===== config.mk =====
export PLATFORM = sky130hd
export DESIGN_NAME = lite_fetch_v1_flat
export DESIGN_NICKNAME = d
export VERILOG_FILES = /design/src/rtl/lite_fetch_v1_if.sv /design/src/rtl/lite_fetch_v1.sv /design/src/flat_wrapper.sv
export SDC_FILE = /design/constraint.sdc
export NUM_CORES = 1
export LEC_CHECK = 0
export CAP_MARGIN = 30
export CORE_ASPECT_RATIO = 1.75
export CORE_MARGIN = 2
export CORE_UTILIZATION = 25
export DETAILED_ROUTE_END_ITERATION = 10
export PLACE_DENSITY = 0.37
export SLEW_MARGIN = 10
export SYNTH_ARGS = -nofsm -noshare
export SYNTH_HDL_FRONTEND = slang
export SYNTH_SLANG_ARGS = --single-unit

===== constraint.sdc =====
create_clock -name clk -period 4.16 [get_ports clk]
set_clock_uncertainty 0.1 [all_clocks]
set_input_delay 0.624 -clock clk [delete_from_list [all_inputs] [get_ports clk]]
set_output_delay 0.624 -clock clk [all_outputs]
set_load 0.03 [all_outputs]

===== src/rtl/lite_fetch_v1_if.sv =====
// Fetch/issue bus for lite_fetch_v1: program-load port, start pulse and the
// issue valid/ready handshake. Optional issue_count exists under LITE_FETCH_ISSUE_COUNT_EN.
interface lite_fetch_v1_if #(
    parameter int ADDR_W  = 4,
    parameter int INSTR_W = 20
);
    logic               load_en;
    logic [ADDR_W-1:0]  load_addr;
    logic [INSTR_W-1:0] load_data;
    logic               start;
    logic               issue_ready;
    logic               issue_valid;
    logic [1:0]         opcode;
    logic [7:0]         d1;
    logic [9:0]         d2;
    logic [ADDR_W-1:0]  pc;
    logic               busy;
    logic               halted;
`ifdef LITE_FETCH_ISSUE_COUNT_EN
    logic [15:0]        issue_count;
`endif

    // Driver side: loads the program and consumes issued instructions
    modport master (
        output load_en, load_addr, load_data, start, issue_ready,
`ifdef LITE_FETCH_ISSUE_COUNT_EN
        input  issue_count,
`endif
        input  issue_valid, opcode, d1, d2, pc, busy, halted
    );

    // Fetch stage side
    modport slave (
        input  load_en, load_addr, load_data, start, issue_ready,
`ifdef LITE_FETCH_ISSUE_COUNT_EN
        output issue_count,
`endif
        output issue_valid, opcode, d1, d2, pc, busy, halted
    );
endinterface


===== src/rtl/lite_fetch_v1.sv =====
// Instruction fetch/issue stage: program RAM, PC stepping, local JUMP/HALT,
// valid/ready issue. Optional handshake counter under LITE_FETCH_ISSUE_COUNT_EN.
module lite_fetch_v1 #(
    parameter int ADDR_W  = 4,
    parameter int INSTR_W = 20
) (
    input  logic            clk,
    input  logic            rst,
    lite_fetch_v1_if.slave  bus
);
    localparam int DEPTH = 1 << ADDR_W;

    typedef enum logic [1:0] {
        S_IDLE = 2'd0,
        S_RUN  = 2'd1,
        S_HALT = 2'd2
    } state_t;

    state_t             r_state;
    logic [INSTR_W-1:0] r_mem [DEPTH];
    logic [ADDR_W-1:0]  r_pc;
    logic               r_issue_valid;
    logic [1:0]         r_opcode;
    logic [7:0]         r_d1;
    logic [9:0]         r_d2;
    logic               r_busy;
    logic               r_halted;

    logic [INSTR_W-1:0] w_word;
    logic               w_adv;
    logic               w_start_acc;
    logic               w_handshake;

    assign w_word      = r_mem[r_pc];
    assign w_adv       = !r_issue_valid || bus.issue_ready;
    assign w_start_acc = bus.start && (r_state != S_RUN);
    assign w_handshake = r_issue_valid && bus.issue_ready;

    // Program RAM write port; contents survive rst and are frozen while running
    always_ff @(posedge clk) begin
        if (bus.load_en && (r_state != S_RUN)) begin
            r_mem[bus.load_addr] <= bus.load_data;
        end
    end

    // Control FSM with registered issue outputs and state decodes
    always_ff @(posedge clk) begin
        if (rst) begin
            r_state       <= S_IDLE;
            r_pc          <= '0;
            r_issue_valid <= 1'b0;
            r_opcode      <= 2'b00;
            r_d1          <= 8'h00;
            r_d2          <= 10'h000;
            r_busy        <= 1'b0;
            r_halted      <= 1'b0;
        end else begin
            case (r_state)
                S_IDLE, S_HALT: begin
                    if (bus.start) begin
                        r_state  <= S_RUN;
                        r_pc     <= '0;
                        r_busy   <= 1'b1;
                        r_halted <= 1'b0;
                    end
                end
                S_RUN: begin
                    if (w_adv) begin
                        case (w_word[19:18])
                            2'b00, 2'b01: begin
                                r_opcode      <= w_word[19:18];
                                r_d1          <= w_word[17:10];
                                r_d2          <= w_word[9:0];
                                r_issue_valid <= 1'b1;
                                r_pc          <= r_pc + ADDR_W'(1);
                            end
                            2'b10: begin
                                r_pc          <= w_word[ADDR_W-1:0];
                                r_issue_valid <= 1'b0;
                            end
                            default: begin
                                // HALT: pc stays on the HALT word
                                r_state       <= S_HALT;
                                r_issue_valid <= 1'b0;
                                r_busy        <= 1'b0;
                                r_halted      <= 1'b1;
                            end
                        endcase
                    end
                end
                default: begin
                    r_state       <= S_IDLE;
                    r_issue_valid <= 1'b0;
                    r_busy        <= 1'b0;
                    r_halted      <= 1'b0;
                end
            endcase
        end
    end

`ifdef LITE_FETCH_ISSUE_COUNT_EN
    logic [15:0] r_issue_count;

    // Saturating count of completed handshakes since the last rst or accepted start
    always_ff @(posedge clk) begin
        if (rst) begin
            r_issue_count <= 16'h0000;
        end else if (w_start_acc) begin
            r_issue_count <= 16'h0000;
        end else if (w_handshake && (r_issue_count != 16'hFFFF)) begin
            r_issue_count <= r_issue_count + 16'h0001;
        end
    end

    assign bus.issue_count = r_issue_count;
`else
    logic w_unused;
    assign w_unused = w_start_acc ^ w_handshake;
`endif

    assign bus.issue_valid = r_issue_valid;
    assign bus.opcode      = r_opcode;
    assign bus.d1          = r_d1;
    assign bus.d2          = r_d2;
    assign bus.pc          = r_pc;
    assign bus.busy        = r_busy;
    assign bus.halted      = r_halted;
endmodule


===== src/flat_wrapper.sv =====
// flat-port wrapper written by rule: the top's interface ports become plain ports
module lite_fetch_v1_flat 
#(
    parameter int ADDR_W  = 4,
    parameter int INSTR_W = 20
)
  (clk, rst, bus_load_en, bus_load_addr, bus_load_data, bus_start, bus_issue_ready, bus_issue_valid, bus_opcode, bus_d1, bus_d2, bus_pc, bus_busy, bus_halted);
  lite_fetch_v1_if #(.ADDR_W(ADDR_W), .INSTR_W(INSTR_W)) bus_i ();
  input  logic clk;
  input  logic rst;
  input wire logic [$bits(bus_i.load_en)-1:0] bus_load_en;
  input wire logic [$bits(bus_i.load_addr)-1:0] bus_load_addr;
  input wire logic [$bits(bus_i.load_data)-1:0] bus_load_data;
  input wire logic [$bits(bus_i.start)-1:0] bus_start;
  input wire logic [$bits(bus_i.issue_ready)-1:0] bus_issue_ready;
  output wire logic [$bits(bus_i.issue_valid)-1:0] bus_issue_valid;
  output wire logic [$bits(bus_i.opcode)-1:0] bus_opcode;
  output wire logic [$bits(bus_i.d1)-1:0] bus_d1;
  output wire logic [$bits(bus_i.d2)-1:0] bus_d2;
  output wire logic [$bits(bus_i.pc)-1:0] bus_pc;
  output wire logic [$bits(bus_i.busy)-1:0] bus_busy;
  output wire logic [$bits(bus_i.halted)-1:0] bus_halted;
  assign bus_i.load_en = bus_load_en;
  assign bus_i.load_addr = bus_load_addr;
  assign bus_i.load_data = bus_load_data;
  assign bus_i.start = bus_start;
  assign bus_i.issue_ready = bus_issue_ready;
  assign bus_issue_valid = bus_i.issue_valid;
  assign bus_opcode = bus_i.opcode;
  assign bus_d1 = bus_i.d1;
  assign bus_d2 = bus_i.d2;
  assign bus_pc = bus_i.pc;
  assign bus_busy = bus_i.busy;
  assign bus_halted = bus_i.halted;
  lite_fetch_v1 #(.ADDR_W(ADDR_W), .INSTR_W(INSTR_W)) u_core (.clk(clk), .rst(rst), .bus(bus_i));
endmodule

==> impl_metrics.tcl, run 1 <==
set metrics [dict create \
    outcome "complete, no violations" \
    gp_congestion 0.737 \
    hold_viol 0 \
    p_per_area_nw_per_um2 530 \
    nets 761 \
    syn_inst 639 \
    drt-wirelength-per-cell_um 23.9 \
    ios 56 \
    crit_path_max_fanout 17 \
    cts_hold_buf 0 \
    arrival_ps 3150 \
    track_usage_pct 12.7 \
    p_leak_nw 4.83 \
    fillCellCount 5096 \
    finalCriticalPeriod_ps 2850 \
    cts_resized 0 \
    synth-async-reset-ratio_pct 0 \
    critical_path_class "reg -> reg" \
    via_per_inst 4.43 \
    clockRootBuffer "clkbuf_16" \
    r2r-end "u_core.bus.d2[0]" \
    synthAdderAreaFrac_pct 0.0936 \
    core_sq_um 53100 \
    maxSlewViolCount 0 \
    synth_ff_type "edfxtp_1" \
    final_cell_mix "edfxtp_1 (320), mux4_2 (94), nand2_1 (55), clkdlybuf4s50_1 (55), clkbuf_16 (35)" \
    final_common_cell "edfxtp_1" \
    wl_um 34400 \
    htree_levels 2 \
    peakVddDrop_v 0.000182 \
    hold-path-endpoint "u_core.bus.d2[8]" \
    clk_pin_slew_ps 60 \
    post-dp-hpwl_um 21700 \
    worst_pin_slew_ps 871 \
    ff2ff_path_depth 6 \
    synth-xor-area-share_pct 0.131 \
    grt_pass1_wl_um 50100 \
    post-route-period-util_pct 68.5 \
    grt_max_degree 38 \
    synth_area_sq_um 13400 \
    slowest_delay_ps 600 \
    syn2layout_area_growth_pct 20.0 \
    ys_seq_area_share_pct 76.7 \
    post-cts-setup-buffers 0 \
    n_antenna_cell 0 \
    firstDrtPassIters 5 \
    synth_fp_nets 669 \
    dieArea_sq_um 55400 \
    cts_buffers 35 \
    synth_top_family_by_area "multiplexers" \
    crit_path_end_kind "flip-flop" \
    drt_iter0_markers 401 \
    dieHeight_um 310 \
    numClockSinks 352 \
    first_global_vias 7064 \
    rsz0062_at_grt "no" \
    clock_latency_ps 520 \
    fin_tns_setup_ps 0 \
    antenna_found_initial 0 \
    grt.overflow.total 0 \
    relSlewSlack_pct 41.9 \
    worstHoldPathType "reg -> reg" \
    routed-via-count 6368 \
    avgSynthCellArea_sq_um 20.9 \
    crit_chain "mux4_2 -> a22o_1 -> or3_1 -> buf_4 -> and2_0 -> o21a_1" \
    cp_data_required_time_ps 4460 \
    ys_ff_latch 352 \
    rrSetupSlack_ps 1310 \
    start_util_pct 25.2 \
    ys.warnings.count 0 \
    maxCapViolCount 0 \
    hp-start "u_core.bus.d2[8]" \
    layout-drive-gt1-share_pct 25.8 \
    ant_nets 0 \
    hold_depth 2 \
    synth_edf_count 320 \
    synthSimpleGateAreaFrac_pct 3.45 \
    synth_mux_area_share_pct 15.9 \
    setup_viol 0 \
    drc 0 \
    crit_slowest_cell "or3_1" \
    numPortBuffers 55 \
    synth_compound_area_share_pct 2.58 \
    row_count 112 \
    fp.dieW_um 179 \
    crit_path_start_kind "flip-flop" \
    yosysUniqueCellTypes 41 \
    clockBufferDepth 3 \
    tritoncts "built" \
    max_freq_ghz 0.351 \
    finish.utilization_pct 30.2 \
]
synth_stat cells (3+ instances only):
cell type	instances	area, sq um
edfxtp_1	320	9610
a21oi_1	23	115
nand4_1	3	18.8
nand2b_1	6	37.5
nor2_1	19	71.3
dfxtp_1	32	641
nor2b_1	3	18.8
nand2_1	55	206
nor3_1	4	20.0
o22ai_1	4	25.0
nand3_1	5	25.0
buf_2	11	55.1
mux4_2	94	2120
clkbuf_1	14	52.6
a22o_1	3	26.3
a22oi_1	6	45.0
inv_1	3	11.3
o21ai_0	4	20.0
power breakdown:
part | internal (mW) | leakage [nW] | total, mW | switching (mW)
Combinational | 0.636 | 1.14 | 1.36 | 0.723
Clock | 1.76 | 0.540 | 3.08 | 1.32
Sequential | 3.95 | 3.15 | 4.06 | 0.105
worst max path at each step:
stage                          endpoint  cells past startpoint  slack (ps)               from
floorplan            u_core.r_mem[0][0]                      4        1060  u_core.r_state[1]
global placement    u_core.r_mem[8][16]                      5        1100        bus_load_en
detailed placement   u_core.r_mem[8][6]                      5        1080        bus_load_en
CTS                    u_core.bus.d2[0]                      6        1170          flip-flop
global route                  flip-flop                      6        1070          flip-flop
finish                 u_core.bus.d2[0]                      6        1310          flip-flop
critical path, delay by kind of cell, from the launching register on:
| family | cells | cell delay [ps] |
|---|---|---|
| compound gates | 2 | 440 |
| buf+inv | 1 | 280 |
| flops | 1 | 580 |
| mux | 1 | 570 |
| simple gates | 2 | 770 |
stage by stage:
| stage | hold slack (ps) | worst slack, ps | power (mW) | area [sq um] | std cells |
|---|---|---|---|---|---|
| after floorplan | 459 | 1060 | 5.02 | 13400 | 639 |
| after global placement | 360 | 1100 | 5.53 | 14900 | 1378 |
| after detailed placement | 351 | 1080 | 5.54 | 14900 | 1378 |
| after CTS | 360 | 1170 | 8.67 | 16000 | 1439 |
| after global routing | 372 | 1070 | 8.87 | 16000 | 1439 |
| final | 358 | 1310 | 8.50 | 16000 | 1439 |
layer usage:
metal / track usage (%) / vias to the layer above / wire length (um)
met1: 14.9 / 3376 / 13500
met4: 3.95 / 0 / 733
met3: 1.52 / 47 / 1020
met2: 24.0 / 119 / 19100
li1: - / 2826 / -
met5: 0 / - / 0
logic make-up after synthesis:
| logic type | after synthesis |
|---|---|
| AOI/OAI and AO/OA | 53 |
| adders and majority gates | 1 |
| xor gates and xnor gates | 2 |
| DFF | 352 |
| and+or+nand+nor | 104 |
| muxes | 95 |
| buffers and inverters | 32 |
registers in the layout (all words and copies together) (netlist names), named ones only:
signal and count:
u_core.bus.pc 4, u_core.r_state 2, u_core.bus.busy 1, u_core.r_mem 320
u_core.bus.d1 8, u_core.bus.opcode 2, u_core.bus.d2 10, u_core.bus.issue_valid 1
final cells by class:
cell class	instances	area, sq um	share of cell area, %
Multi-Input combinational cell	255	3010	18.8
Inverter	3	11.3	0.0702
Timing Repair Buffer	84	806	5.02
Tap cell	684	856	5.34
Sequential cell	352	10300	64.0
Clock inverter	18	178	1.11
Clock buffer	43	916	5.71
No activity file was read; power rests on OpenSTA's default activity.
==> inputs of run 2 (changes only) <==
--- a/config.mk
+++ b/config.mk
@@ -10,7 +10,7 @@
 export CORE_MARGIN = 2
 export CORE_UTILIZATION = 25
 export DETAILED_ROUTE_END_ITERATION = 10
-export PLACE_DENSITY = 0.37
+export PLACE_DENSITY = 0.38
 export SLEW_MARGIN = 10
 export SYNTH_ARGS = -nofsm -noshare
 export SYNTH_HDL_FRONTEND = slang
==> constraint.sdc (replaced) <==
create_clock -name clk -period 2.5 [get_ports clk]
set_clock_uncertainty 0.1 [all_clocks]
set_input_delay 0.375 -clock clk [delete_from_list [all_inputs] [get_ports clk]]
set_output_delay 0.375 -clock clk [all_outputs]
set_load 0.03 [all_outputs]
==> run 2 against run 1 <==
Cell area grew 2.9%. First-iteration DRC count shrank 12%. Worst setup slack lost 1200 ps. Largest power group unchanged.
==> impl_metrics.tcl, run 2 (synthesis gave the netlist of run 1 again) <==
set metrics [dict create \
    grt_pass1_wl_um 50000 \
    peakVddDrop_v 0.000507 \
    nets 790 \
    ios 56 \
    setup_viol 0 \
    relSlewSlack_pct 59.2 \
    post-dp-hpwl_um 22600 \
    numPortBuffers 55 \
    first_global_vias 7112 \
    placed_area_sq_um 15400 \
    preCtsSetupSlack_ps -79.3 \
    largest_register_ffs 320 \
    clk_pin_slew_ps 70 \
    largest_register "u_core.r_mem" \
    gp_congestion 0.728 \
    track_usage_pct 12.6 \
    firstDrtPassIters 4 \
    htree_levels 1 \
    final_common_cell "edfxtp_1" \
    fp.dieW_um 179 \
    worstHoldPathType "reg -> reg" \
    hold_viol 0 \
    post-route-period-util_pct 94.8 \
    crit_path_end_kind "flip-flop" \
    cp_data_required_time_ps 2910 \
    p_leak_nw 5.03 \
    tritoncts "built" \
    maxSlewViolCount 0 \
    fin_ws_ps 130 \
    design_area_sq_um 16500 \
    clockBufferDepth 3 \
    outcome "complete, no violations" \
    drt-wirelength-per-cell_um 23.3 \
    ant_nets 0 \
    routed-via-count 6544 \
    antenna_found_initial 1 \
    dieHeight_um 310 \
    syn2layout_area_growth_pct 23.4 \
    via_per_inst 4.45 \
    grt_max_degree 58 \
    power.total_mw 14.2 \
    max_freq_ghz 0.422 \
    start_util_pct 25.2 \
    maxCapViolCount 0 \
    drc 0 \
    rsz0062_at_grt "no" \
    final_cell_mix "edfxtp_1 (320), mux4_2 (94), clkdlybuf4s50_1 (55), nand2_1 (54), buf_4 (40)" \
    core_sq_um 53100 \
    arrival_ps 2780 \
    p_per_area_nw_per_um2 860 \
    layout-drive-gt1-share_pct 28.7 \
    finalCriticalPeriod_ps 2370 \
    drt_iter0_markers 352 \
    clock_latency_ps 580 \
    row_count 112 \
    wl_um 34300 \
    grt.overflow.total 0 \
    numClockSinks 352 \
    dieArea_sq_um 55400 \
    crit_path_max_fanout 7 \
    cts_buffers 31 \
    worst_pin_slew_ps 610 \
    critical_path_class "reg -> reg" \
    clockRootBuffer "clkbuf_16" \
    crit_path_start_kind "flip-flop" \
]
==> run 2: power by group <==
group | total (mW) | internal (mW) | leakage [nW] | switching [mW]
sequential | 6.71 | 6.58 | 3.15 | 0.129
clock | 4.94 | 2.79 | 0.505 | 2.15
combinational | 2.53 | 1.24 | 1.38 | 1.30
total | 14.2 | 10.6 | 5.03 | 3.57
==> run 2: final timing paths <==
| path | from | end | slack [ps] | cells after the start |
|---|---|---|---|---|
| min reg2reg | u_core.bus.d1[7] | u_core.bus.d1[7] | 350 | 2 |
| max reg2reg | flip-flop | u_core.bus.d2[5] | 130 | 6 |
| max | flip-flop | u_core.bus.d2[5] | 130 | 6 |
| min | u_core.bus.d1[7] | u_core.bus.d1[7] | 350 | 2 |
==> run 2: final cells by class <==
cell class,count,area (sq um)
Antenna cell,1,2.50
Clock buffer,36,795
Clock inverter,21,233
Fill cell,5084,36600
Inverter,3,11.3
Multi-Input combinational cell,255,3050
Sequential cell,352,10300
Tap cell,684,856
Timing Repair Buffer,117,1290
==> run 2: per-stage QoR <==
| step | hold WS, ps | utilization (%) | cells | TNS (ps) |
|---|---|---|---|---|
| CTS | 355 | 30.9 | 1465 | 0 |
| global route | 390 | 31.0 | 1468 | 0 |
| finish | 354 | 31.1 | 1469 | 0 |
| floorplan | 374 | - | 639 | -3260 |
| global placement | 346 | 29.0 | 1408 | -125 |
| detailed placement | 348 | 29.0 | 1408 | -156 |
==> run 2: critical path, cell delays in order (launching register included) <==
cell and delay, ps:
dfxtp_4 440, mux4_2 530, a22o_1 270, nor3_2 440
buf_4 280, nand2_1 110, a21oi_1 120
==> run 2: per-layer routing <==
metal  up-vias  routed length, um  GRT usage, %
met5         -                  0             0
met4         0                612          3.20
met3        32               1170          1.46
met2       126              18800          23.6
met1      3499              13700          15.2
li1       2887                  -             -
==> run 2: repair_timing <==
| item | in CTS | in global routing |
|---|---|---|
| setup buffers | 0 | 2 |
| gates resized for setup | 2 | 2 |
| gates cloned | 0 | 1 |
| hold buffers | 0 | 0 |
| setup endpoints to repair | 2 | 7 |
